==> config.mk <==
export PLATFORM = sky130hd
export DESIGN_NAME = router_sync
export DESIGN_NICKNAME = d
export VERILOG_FILES = /design/src/rtl/router_pkg.sv /design/src/rtl/router_sync_timer.sv /design/src/rtl/router_sync.sv
export SDC_FILE = /design/constraint.sdc
export NUM_CORES = 1
export LEC_CHECK = 0
export CELL_PAD_IN_SITES_DETAIL_PLACEMENT = 1
export CELL_PAD_IN_SITES_GLOBAL_PLACEMENT = 2
export CORE_MARGIN = 2
export CORE_UTILIZATION = 10
export CTS_CLUSTER_DIAMETER = 60
export CTS_CLUSTER_SIZE = 24
export DETAILED_ROUTE_END_ITERATION = 8
export PLACE_DENSITY = 0.91
export SYNTH_ARGS = -nofsm -noshare
export SYNTH_HDL_FRONTEND = slang
export SYNTH_SLANG_ARGS = --single-unit
==> constraint.sdc <==
create_clock -name clock -period 2.2 [get_ports clock]
set_input_delay 0.66 -clock clock [delete_from_list [all_inputs] [get_ports clock]]
set_output_delay 0.66 -clock clock [all_outputs]
set_load 0.01 [all_outputs]
==> src/rtl/router_pkg.sv <==
// Shared constants and types for the router slice: port count, the "no port"
// address encoding and the idle-timeout length used by the soft-reset timers.
package router_pkg;

    localparam int unsigned NUM_PORTS      = 3;
    localparam int unsigned TIMEOUT_CYCLES = 30;
    localparam int unsigned TIMER_W        = $clog2(TIMEOUT_CYCLES);

    typedef logic [1:0] port_addr_t;

    localparam port_addr_t ADDR_NONE = 2'b11;

endpackage

==> src/rtl/router_sync_timer.sv <==
// Per-port idle timer: counts consecutive edges where the FIFO holds data but is
// not being read, and emits a one-cycle soft_reset pulse after TIMEOUT_CYCLES.
module router_sync_timer
    import router_pkg::*;
(
    input  logic clock,
    input  logic reset,
    input  logic vld,
    input  logic read_enb,
    output logic soft_reset
);

    logic [TIMER_W-1:0] count;

    always_ff @(posedge clock) begin
        if (reset) begin
            count      <= '0;
            soft_reset <= 1'b0;
        end else if (vld && !read_enb) begin
            // Terminal count wraps to zero, so a sustained idle pulses every TIMEOUT_CYCLES.
            if (count == TIMER_W'(TIMEOUT_CYCLES - 1)) begin
                count      <= '0;
                soft_reset <= 1'b1;
            end else begin
                count      <= count + 1'b1;
                soft_reset <= 1'b0;
            end
        end else begin
            count      <= '0;
            soft_reset <= 1'b0;
        end
    end

endmodule

==> src/rtl/router_sync.sv <==
// Router synchroniser: latches the destination address, steers FIFO write enable
// and full flag, and (with SOFT_RESET_TIMEOUT_EN) flushes idle FIFOs on timeout.
module router_sync
    import router_pkg::*;
(
    input  logic       clock,
    input  logic       reset,
    input  logic       detect_add,
    input  logic [1:0] data_in,
    input  logic       write_enb_reg,
    input  logic       full_0,
    input  logic       full_1,
    input  logic       full_2,
    input  logic       empty_0,
    input  logic       empty_1,
    input  logic       empty_2,
    input  logic       read_enb_0,
    input  logic       read_enb_1,
    input  logic       read_enb_2,
    output logic [2:0] write_enb,
    output logic       fifo_full,
    output logic       vld_out_0,
    output logic       vld_out_1,
    output logic       vld_out_2,
    output logic       soft_reset_0,
    output logic       soft_reset_1,
    output logic       soft_reset_2
);

    port_addr_t int_addr;

    always_ff @(posedge clock) begin
        if (reset) begin
            int_addr <= ADDR_NONE;
        end else if (detect_add) begin
            int_addr <= data_in;
        end
    end

    // Steering uses the registered address, so a same-cycle detect_add affects only the next cycle.
    always_comb begin
        write_enb = '0;
        fifo_full = 1'b0;
        case (int_addr)
            2'b00: begin
                write_enb = {2'b00, write_enb_reg};
                fifo_full = full_0;
            end
            2'b01: begin
                write_enb = {1'b0, write_enb_reg, 1'b0};
                fifo_full = full_1;
            end
            2'b10: begin
                write_enb = {write_enb_reg, 2'b00};
                fifo_full = full_2;
            end
            default: begin
                write_enb = '0;
                fifo_full = 1'b0;
            end
        endcase
    end

    assign vld_out_0 = ~empty_0;
    assign vld_out_1 = ~empty_1;
    assign vld_out_2 = ~empty_2;

`ifdef SOFT_RESET_TIMEOUT_EN
    logic [NUM_PORTS-1:0] vld_vec;
    logic [NUM_PORTS-1:0] rd_vec;
    logic [NUM_PORTS-1:0] sr_vec;

    assign vld_vec = {vld_out_2, vld_out_1, vld_out_0};
    assign rd_vec  = {read_enb_2, read_enb_1, read_enb_0};

    for (genvar n = 0; n < NUM_PORTS; n++) begin : g_timer
        router_sync_timer u_timer (
            .clock      (clock),
            .reset      (reset),
            .vld        (vld_vec[n]),
            .read_enb   (rd_vec[n]),
            .soft_reset (sr_vec[n])
        );
    end

    assign soft_reset_0 = sr_vec[0];
    assign soft_reset_1 = sr_vec[1];
    assign soft_reset_2 = sr_vec[2];
`else
    logic unused_read_enb;

    assign unused_read_enb = ^{read_enb_0, read_enb_1, read_enb_2};
    assign soft_reset_0    = 1'b0;
    assign soft_reset_1    = 1'b0;
    assign soft_reset_2    = 1'b0;
`endif

endmodule

==> results.yml, run 1 <==
yosys:
  synth.area.top_cells: "dfxtp_1 (25%), buf_4 (14%), and3b_2 (13%)"
  synth_top_family_by_area: "simple AND/OR/NAND/NOR gates"
  ys_seq_elements: 2
  synth_top_area_share: 0.254
  avgSynthCellArea_um2: 8.30
  yosys.area.top_type: "dfxtp_1"
  synth.area.mux_share: 0.0635
  syn_area_um2: 158
  synth_compound_area_frac: 0.143
  synth_seq_area_share: 0.254
  synthSimpleGateAreaFrac: 0.302
  synth_xor_area_frac: 0
  yosysUniqueCellTypes: 11
  synthAdderAreaFrac: 0
  yosys_warnings: 0
  synthCells: 19
floorplanning:
  initial_core_util: 0.106
  io_pins: 25
  die_w_um: 43.7
  die_y_um: 43.7
  rows: 14
  dieArea_um2: 1910
  core_um2: 1490
routing:
  wl_per_cell_um: 8.04
  ant_nets: 0
  wl_um: 442
  dr_total_vias: 196
  drt-vias-per-instance: 3.56
  drc: 0
  initialDrtViolationCount: 1
  drtPass1Iterations: 2
sta:
  slew_viol_final: 0
  finalCritPeriodShare: 0.958
  finalWorstSetupSlack_ns: 0.0922
  post-route-min-period_ns: 2.11
  setup_violations: 0
  clock.fmax_mhz: 474
  skew_ns: 0
  holdWs_ns: 0.696
  rsz0062_at_grt: "false"
  hold_viol_final: 0
setup_path:
  worst-setup-path-type: "primary input to output port"
  rr_worst_depth: 2
  crit-reg2reg-launch: "int_addr[1]$_SDFFE_PP1P_"
  cp-startpoint: "full_2"
  endpoint_kind: "output port"
  cp_data_arrival_time_ns: 1.45
  crit_path_start_kind: "primary input"
  worst_ep_required_time_ns: 1.54
  critPathMaxFanout: 1
worst_hold_path:
  min_path_cells: 2
  hold_path.class: "register to register"
  hp-start: "int_addr[0]$_SDFFE_PP1P_"
finish:
  final_cell_mix: "clkdlybuf4s50_1 (10), inv_1 (3), conb_1 (3), clkbuf_4 (3), dlygate4sd2_1 (3)"
  drive_gt1_frac: 0.256
  final_area_um2: 362
  multiInputGateArea_um2: 96.3
  area_delta_synth_final_pct: 129
  seq_area_um2: 40.0
  fillCellCount: 176
  largest_register: "int_addr"
  final_common_cell: "clkdlybuf4s50_1"
  reg_top3: "int_addr x2"
  nNetsFinal: 56
  largest_reg_flops: 2
  antennaDiodeCount: 0
global_routing:
  grt_pass1_vias: 203
  antenna_found_initial: 0
  groute.usage.overall: 0.0611
  grt_pass1_wl_um: 793
  grt.overflow.total: 0
  grt_max_degree: 7
run_status:
  status: "finished, final reports clean"
placed_design:
  numPortBuffers: 18
  dp_hpwl_um: 370
  place.gp.congestion: 0.546
  dp_slack_ns: -0.363
  dpl_cell_area_um2: 343
cts:
  cts_num_sinks: 2
  htree_levels: 1
  clock_path_buffers: 2
  cts.clk_slew.worst_paths_ns: 0.03
  cts_tree: "built"
  clk_latency_ns: 0.22
  root_buffer: "clkbuf_4"
  numCtsBuffers: 3
pwr:
  power.density_nw_per_um2: 459
  vdd_drop_max_mv: 0.240
  p_leak_nw: 0.182
run:
  drv_cap: 0
cell type report:
type / count / area share
Timing Repair Buffer: 18 / 0.474
Multi-Input combinational cell: 13 / 0.266
Sequential cell: 2 / 0.111
Clock buffer: 3 / 0.0623
Tap cell: 16 / 0.0554
Inverter: 3 / 0.0311
power by group:
group          switching [mW]  total, mW  internal (mW)
registers             0.00401     0.0432         0.0392
clock network          0.0181     0.0781         0.0600
logic                  0.0146     0.0447         0.0300
total                  0.0368      0.166          0.129
final timing paths:
kind	endpoint	slack [ns]
max	fifo_full	0.09
min reg2reg	int_addr[0]$_SDFFE_PP1P_	0.70
max reg2reg	int_addr[1]$_SDFFE_PP1P_	1.37
min	int_addr[0]$_SDFFE_PP1P_	0.70
layer usage:
layer / wire [um] / track usage / vias up
li1: - / - / 98
met1: 149 / 0.0553 / 84
met2: 229 / 0.0941 / 12
met3: 56 / 0.0250 / 2
met4: 7 / 0.0727 / 0
met5: 0 / 0 / -
synthesized netlist by cell type, drive strengths merged:
master and n:
nor2b 2, nor3b 1, dfxtp 2, mux2i 1, buf 3, and3b 2
conb 1, a211o 2, nand3b 1, o21ai 1, inv 3
logic make-up (layout without fill, tap and decap cells):
logic type	Yosys count	count (layout)
buffers and inverters	6	24
DFF	2	2
other	1	3
and+or+nand+nor	6	6
muxes	1	1
AOI/OAI and AO/OA	3	3
worst max-delay path: stages:
cell	delay, ns
clkdlybuf4s50_1	0.47
mux2i_1	0.07
o21ai_1	0.11
buf_2	0.14
what timing repair did:
item / 4_1_cts / 5_1_grt
resized for setup: 18 / 1
pin swaps: 0 / 0
hold buffers: 0 / 0
setup buffers: 0 / 0
cloned: 0 / 0
setup endpoints to repair: 7 / 2
metrics by stage:
stage	utilization	setup TNS [ns]	instances	power (mW)
final	0.243	0	55	0.166
after global routing	0.243	0	55	0.181
after CTS	0.241	0	55	0.172
after detailed placement	0.230	-1.57	52	0.0932
after global placement	0.230	-1.50	52	0.0921
after floorplan	-	0	21	0.0620
No activity file was read; power rests on OpenSTA's default activity.
==> run 2, diff against run 1 <==
--- a/config.mk
+++ b/config.mk
@@ -13,6 +13,7 @@
 export CTS_CLUSTER_SIZE = 24
 export DETAILED_ROUTE_END_ITERATION = 8
 export PLACE_DENSITY = 0.91
+export RECOVER_POWER = 100
 export SYNTH_ARGS = -nofsm -noshare
 export SYNTH_HDL_FRONTEND = slang
 export SYNTH_SLANG_ARGS = --single-unit
==> run 2 against run 1 <==
Net effect:
- power is 0.62% lower
- fmax is essentially flat
- die area unchanged
- sequential power down 0.9%
- cell count did not move
- design area shrank 2.1%
- setup slack gained 0.0011 ns
- clock-buffer cell count unchanged
- sequential share of layout area is 0.23 points higher
- register-to-register slack barely moved
- largest cell class unchanged
- largest power group unchanged
==> results.yml, run 2 (synthesis results as in run 1) <==
placed_design:
  dpl_cell_area_um2: 343
  numPlacedInstances: 52
  numPortBuffers: 18
  dp_slack_ns: -0.363
  dp_hpwl_um: 370
  place.gp.congestion: 0.546
cts:
  cts_tree: "built"
  cts_num_sinks: 2
  holdBufCountCts: 0
  cts.clk_slew.worst_paths_ns: 0.03
  post_cts_buffers: 0
  numCtsBuffers: 3
  root_buffer: "clkbuf_4"
  htree_levels: 1
  clock_path_buffers: 2
  clk_latency_ns: 0.22
setup_path:
  crit_path_end: "fifo_full"
  critPathMaxFanout: 1
  endpoint_kind: "output port"
  cp_data_arrival_time_ns: 1.45
  worst_ep_required_time_ns: 1.54
  crit_path_cell_trace: "clkdlybuf4s50_1, mux2i_1, o21ai_1, buf_2"
  slowest_stage: "clkdlybuf4s50_1"
  critPathTopFamily: "buffers and inverters"
  rr_worst_depth: 2
  rr_endpoint: "int_addr[1]$_SDFFE_PP1P_"
  crit_path_start_kind: "primary input"
  worst-path-buf-inv: 2
  cp-startpoint: "full_2"
  regToRegSetupSlack_ns: 1.38
  path_depth: 4
  max_stage_delay_ns: 0.47
  worst-setup-path-type: "primary input to output port"
  crit-reg2reg-launch: "int_addr[1]$_SDFFE_PP1P_"
finish:
  fillCellCount: 175
  final_cells: 55
  final_common_cell: "clkdlybuf4s50_1"
  antennaDiodeCount: 0
  drive_gt1_frac: 0.179
  final_area_um2: 354
  largest_register: "int_addr"
  area_delta_synth_final_pct: 125
  final_cell_mix: "clkdlybuf4s50_1 (9), inv_1 (3), conb_1 (3), clkbuf_4 (3), dlygate4sd2_1 (3)"
  largest_reg_flops: 2
  reg_top3: "int_addr x2"
  final_core_util: 0.238
  nNetsFinal: 56
worst_hold_path:
  hp-start: "int_addr[0]$_SDFFE_PP1P_"
  hold_path.class: "register to register"
sta:
  fin_setup_tns_ns: 0
  finalCritPeriodShare: 0.958
  post-route-min-period_ns: 2.11
  finalWorstSetupSlack_ns: 0.0933
  hold_viol_final: 0
  skew_ns: 0
  clock.fmax_mhz: 475
  rsz0062_at_grt: "false"
  setup_violations: 0
  slew_viol_final: 0
  holdWs_ns: 0.680
routing:
  drtPass1Iterations: 2
  wl_um: 444
  drt-vias-per-instance: 3.56
  dr_total_vias: 196
  wl_per_cell_um: 8.07
  drc: 0
  initialDrtViolationCount: 1
  ant_nets: 0
global_routing:
  grt_pass1_wl_um: 793
  grt_pass1_vias: 203
  groute.usage.overall: 0.0611
  grt_max_degree: 7
  grt.overflow.total: 0
  antenna_found_initial: 0
floorplanning:
  io_pins: 25
  dieArea_um2: 1910
  die_y_um: 43.7
  rows: 14
  initial_core_util: 0.106
  core_um2: 1490
  die_w_um: 43.7
run:
  drv_cap: 0
pwr:
  power.density_nw_per_um2: 466
  p_leak_nw: 0.179
  vdd_drop_max_mv: 0.240
  total_power_uw: 165
run_status:
  status: "finished, final reports clean"
## run 2: worst min path at each step
stage	endpoint	slack, ns	depth (start not counted)
after global routing	int_addr[1]$_SDFFE_PP1P_	0.74	2
after global placement	int_addr[0]$_SDFFE_PP1P_	0.67	2
after CTS	int_addr[0]$_SDFFE_PP1P_	0.72	2
final	int_addr[0]$_SDFFE_PP1P_	0.68	2
after detailed placement	int_addr[0]$_SDFFE_PP1P_	0.67	2
after floorplan	int_addr[0]$_SDFFE_PP1P_	0.60	2
## run 2: final cells by class
type	instances	area, um2	area share
repair buffers	18	169	0.477
multi-input cells	13	91.3	0.258
clock buffers	3	22.5	0.0636
flip-flops and latches	2	40.0	0.113
well taps	16	20.0	0.0565
inverters	3	11.3	0.0318
## run 2: worst register-to-register path, stage by stage (launching register included)
cell and delay [ns]:
dfxtp_1 0.34, nor2b_1 0.15, a211o_1 0.22
## run 2: timing repair
item	in CTS	in global routing
pin swaps	0	0
gates resized for setup	18	1
endpoints found under the setup margin	7	2
gates cloned	0	0
## run 2: layer usage
layer  global-route usage  part of all wire  vias up
met5                    0                 0        -
met4               0.0727             0.016        0
met3               0.0250              0.13        2
met2               0.0941              0.51       12
met1               0.0553              0.34       84
li1                     -                 -       98
## run 2: power by group
group | switching (mW) | internal, mW
clock network | 0.0181 | 0.0600
logic | 0.0147 | 0.0294
registers | 0.00358 | 0.0392
==> run 3, diff against run 2 <==
--- a/config.mk
+++ b/config.mk
@@ -5,14 +5,14 @@
 export SDC_FILE = /design/constraint.sdc
 export NUM_CORES = 1
 export LEC_CHECK = 0
-export CELL_PAD_IN_SITES_DETAIL_PLACEMENT = 1
-export CELL_PAD_IN_SITES_GLOBAL_PLACEMENT = 2
+export CELL_PAD_IN_SITES_DETAIL_PLACEMENT = 0
+export CELL_PAD_IN_SITES_GLOBAL_PLACEMENT = 1
 export CORE_MARGIN = 2
-export CORE_UTILIZATION = 10
+export CORE_UTILIZATION = 12
 export CTS_CLUSTER_DIAMETER = 60
 export CTS_CLUSTER_SIZE = 24
 export DETAILED_ROUTE_END_ITERATION = 8
-export PLACE_DENSITY = 0.91
+export PLACE_DENSITY = 0.8
 export RECOVER_POWER = 100
 export SYNTH_ARGS = -nofsm -noshare
 export SYNTH_HDL_FRONTEND = slang
==> run 3 against run 2 <==
Net effect:
- wire length shrank 8.1%
- sequential share of layout area is 0.41 points higher
- flip-flop and latch count unchanged
- power is 0.24% lower
- register-to-register slack about the same
- cell count decreased by 1.8%
- largest power group unchanged
==> results.yml, run 3 (synthesis results as in run 1) <==
run_status:
  status: "finished, final reports clean"
cts:
  clk_latency_ns: 0.22
  clock_path_buffers: 2
  cts_tree: "built"
  numCtsBuffers: 3
  root_buffer: "clkbuf_4"
  cts.clk_slew.worst_paths_ns: 0.03
  htree_levels: 1
  cts_num_sinks: 2
floorplanning:
  rows: 13
  die_w_um: 40.2
  core_um2: 1270
  io_pins: 25
  die_y_um: 40.2
  initial_core_util: 0.124
  dieArea_um2: 1620
global_routing:
  groute.usage.overall: 0.0718
  grt.overflow.total: 0
  antenna_found_initial: 0
  grt_pass1_vias: 178
  grt_pass1_wl_um: 724
  grt_max_degree: 7
pwr:
  total_power_uw: 165
  p_leak_nw: 0.163
  vdd_drop_max_mv: 0.227
  power.density_nw_per_um2: 482
placed_design:
  numPortBuffers: 18
  place.gp.congestion: 0.560
  dp_hpwl_um: 306
sta:
  holdWs_ns: 0.694
  fin_setup_tns_ns: 0
  slew_viol_final: 0
  hold_viol_final: 0
  rsz0062_at_grt: "false"
  post-route-min-period_ns: 2.15
  setup_violations: 0
  clock.fmax_mhz: 465
  finalCritPeriodShare: 0.977
  skew_ns: 0
setup_path:
  worst_ep_required_time_ns: 1.54
  cp_data_arrival_time_ns: 1.49
  worst-setup-path-type: "primary input to output port"
  cp-startpoint: "empty_1"
  max_stage_delay_ns: 0.53
  crit_path_start_kind: "primary input"
  slowest_stage: "dlygate4sd3_1"
  critPathMaxFanout: 1
  crit-reg2reg-launch: "int_addr[1]$_SDFFE_PP1P_"
  crit_path_cell_trace: "dlygate4sd3_1, inv_1, dlygate4sd2_1"
  endpoint_kind: "output port"
routing:
  dr_total_vias: 185
  initialDrtViolationCount: 3
  drc: 0
  drtPass1Iterations: 3
  wl_um: 408
  ant_nets: 0
  drt-vias-per-instance: 3.43
  wl_per_cell_um: 7.56
worst_hold_path:
  hp-start: "int_addr[0]$_SDFFE_PP1P_"
  hold_path.class: "register to register"
finish:
  reg_top3: "int_addr x2"
  area_delta_synth_final_pct: 117
  nNetsFinal: 56
  largest_register: "int_addr"
  antennaDiodeCount: 0
  largest_reg_flops: 2
  drive_gt1_frac: 0.179
  final_common_cell: "clkdlybuf4s50_1"
run:
  drv_cap: 0
[run 3: cell count changes in the layout (fill, tap and decap cells not counted)]
cell | previous run | this run
clkbuf_1 | 0 | 3
buf_2 | 2 | 0
clkdlybuf4s25_1 | 2 | 0
dlygate4sd3_1 | 1 | 3
clkbuf_2 | 0 | 1
clkdlybuf4s50_1 | 9 | 8
dlymetal6s2s_1 | 1 | 0
nor3b_1 | 1 | 0
nor3b_2 | 0 | 1
[run 3: stage by stage]
stage	setup WS (ns)	utilization	instances	area [um2]
2_1_floorplan	0.574	-	21	165
3_3_place_gp	-0.351	0.269	51	342
3_5_place_dp	-0.358	0.269	51	342
4_1_cts	0.00955	0.291	54	369
5_1_grt	0.0186	0.269	54	342
6_report	0.0495	0.269	54	342
[run 3: path summary, 6_finish.rpt]
kind	slack, ns	cells after the start	to
min reg2reg	0.69	2	int_addr[0]$_SDFFE_PP1P_
max reg2reg	1.37	2	int_addr[1]$_SDFFE_PP1P_
min	0.69	2	int_addr[0]$_SDFFE_PP1P_
max	0.05	3	vld_out_1
[run 3: routing by layer]
metal  vias to the layer above  part of all wire  track usage
li1                         97                 -            -
met1                        76              0.39       0.0787
met2                        12              0.47        0.109
met3                         0              0.13       0.0167
met4                         0                 0       0.0750
met5                         -                 0            0
[run 3: cell type report]
type / instances / area, um2
clock buffers: 3 / 22.5
fillers: 152 / 927
inverters: 3 / 11.3
multi-input cells: 13 / 96.3
flip-flops and latches: 2 / 40.0
well taps: 15 / 18.8
repair buffers: 18 / 153
[run 3: repair_timing]
item / in CTS / in global routing
hold buffers: 0 / 0
buffers inserted: 0 / 0
endpoints found under the hold margin: 0 / 0
setup endpoints to repair: 7 / 4
gates resized for setup: 15 / 4
[run 3: report_power, final]
| part | switching [mW] | internal (mW) | total, mW | leakage (nW) |
|---|---|---|---|---|
| sequential | 0.00410 | 0.0392 | 0.0433 | 0.0167 |
| clock | 0.0194 | 0.0601 | 0.0794 | 0.0138 |
| combinational | 0.0145 | 0.0273 | 0.0418 | 0.133 |
[run 3: critical path: cells and delay by family]
| family | cells | cell delay (ns) |
|---|---|---|
| buffers and inverters | 3 | 0.83 |
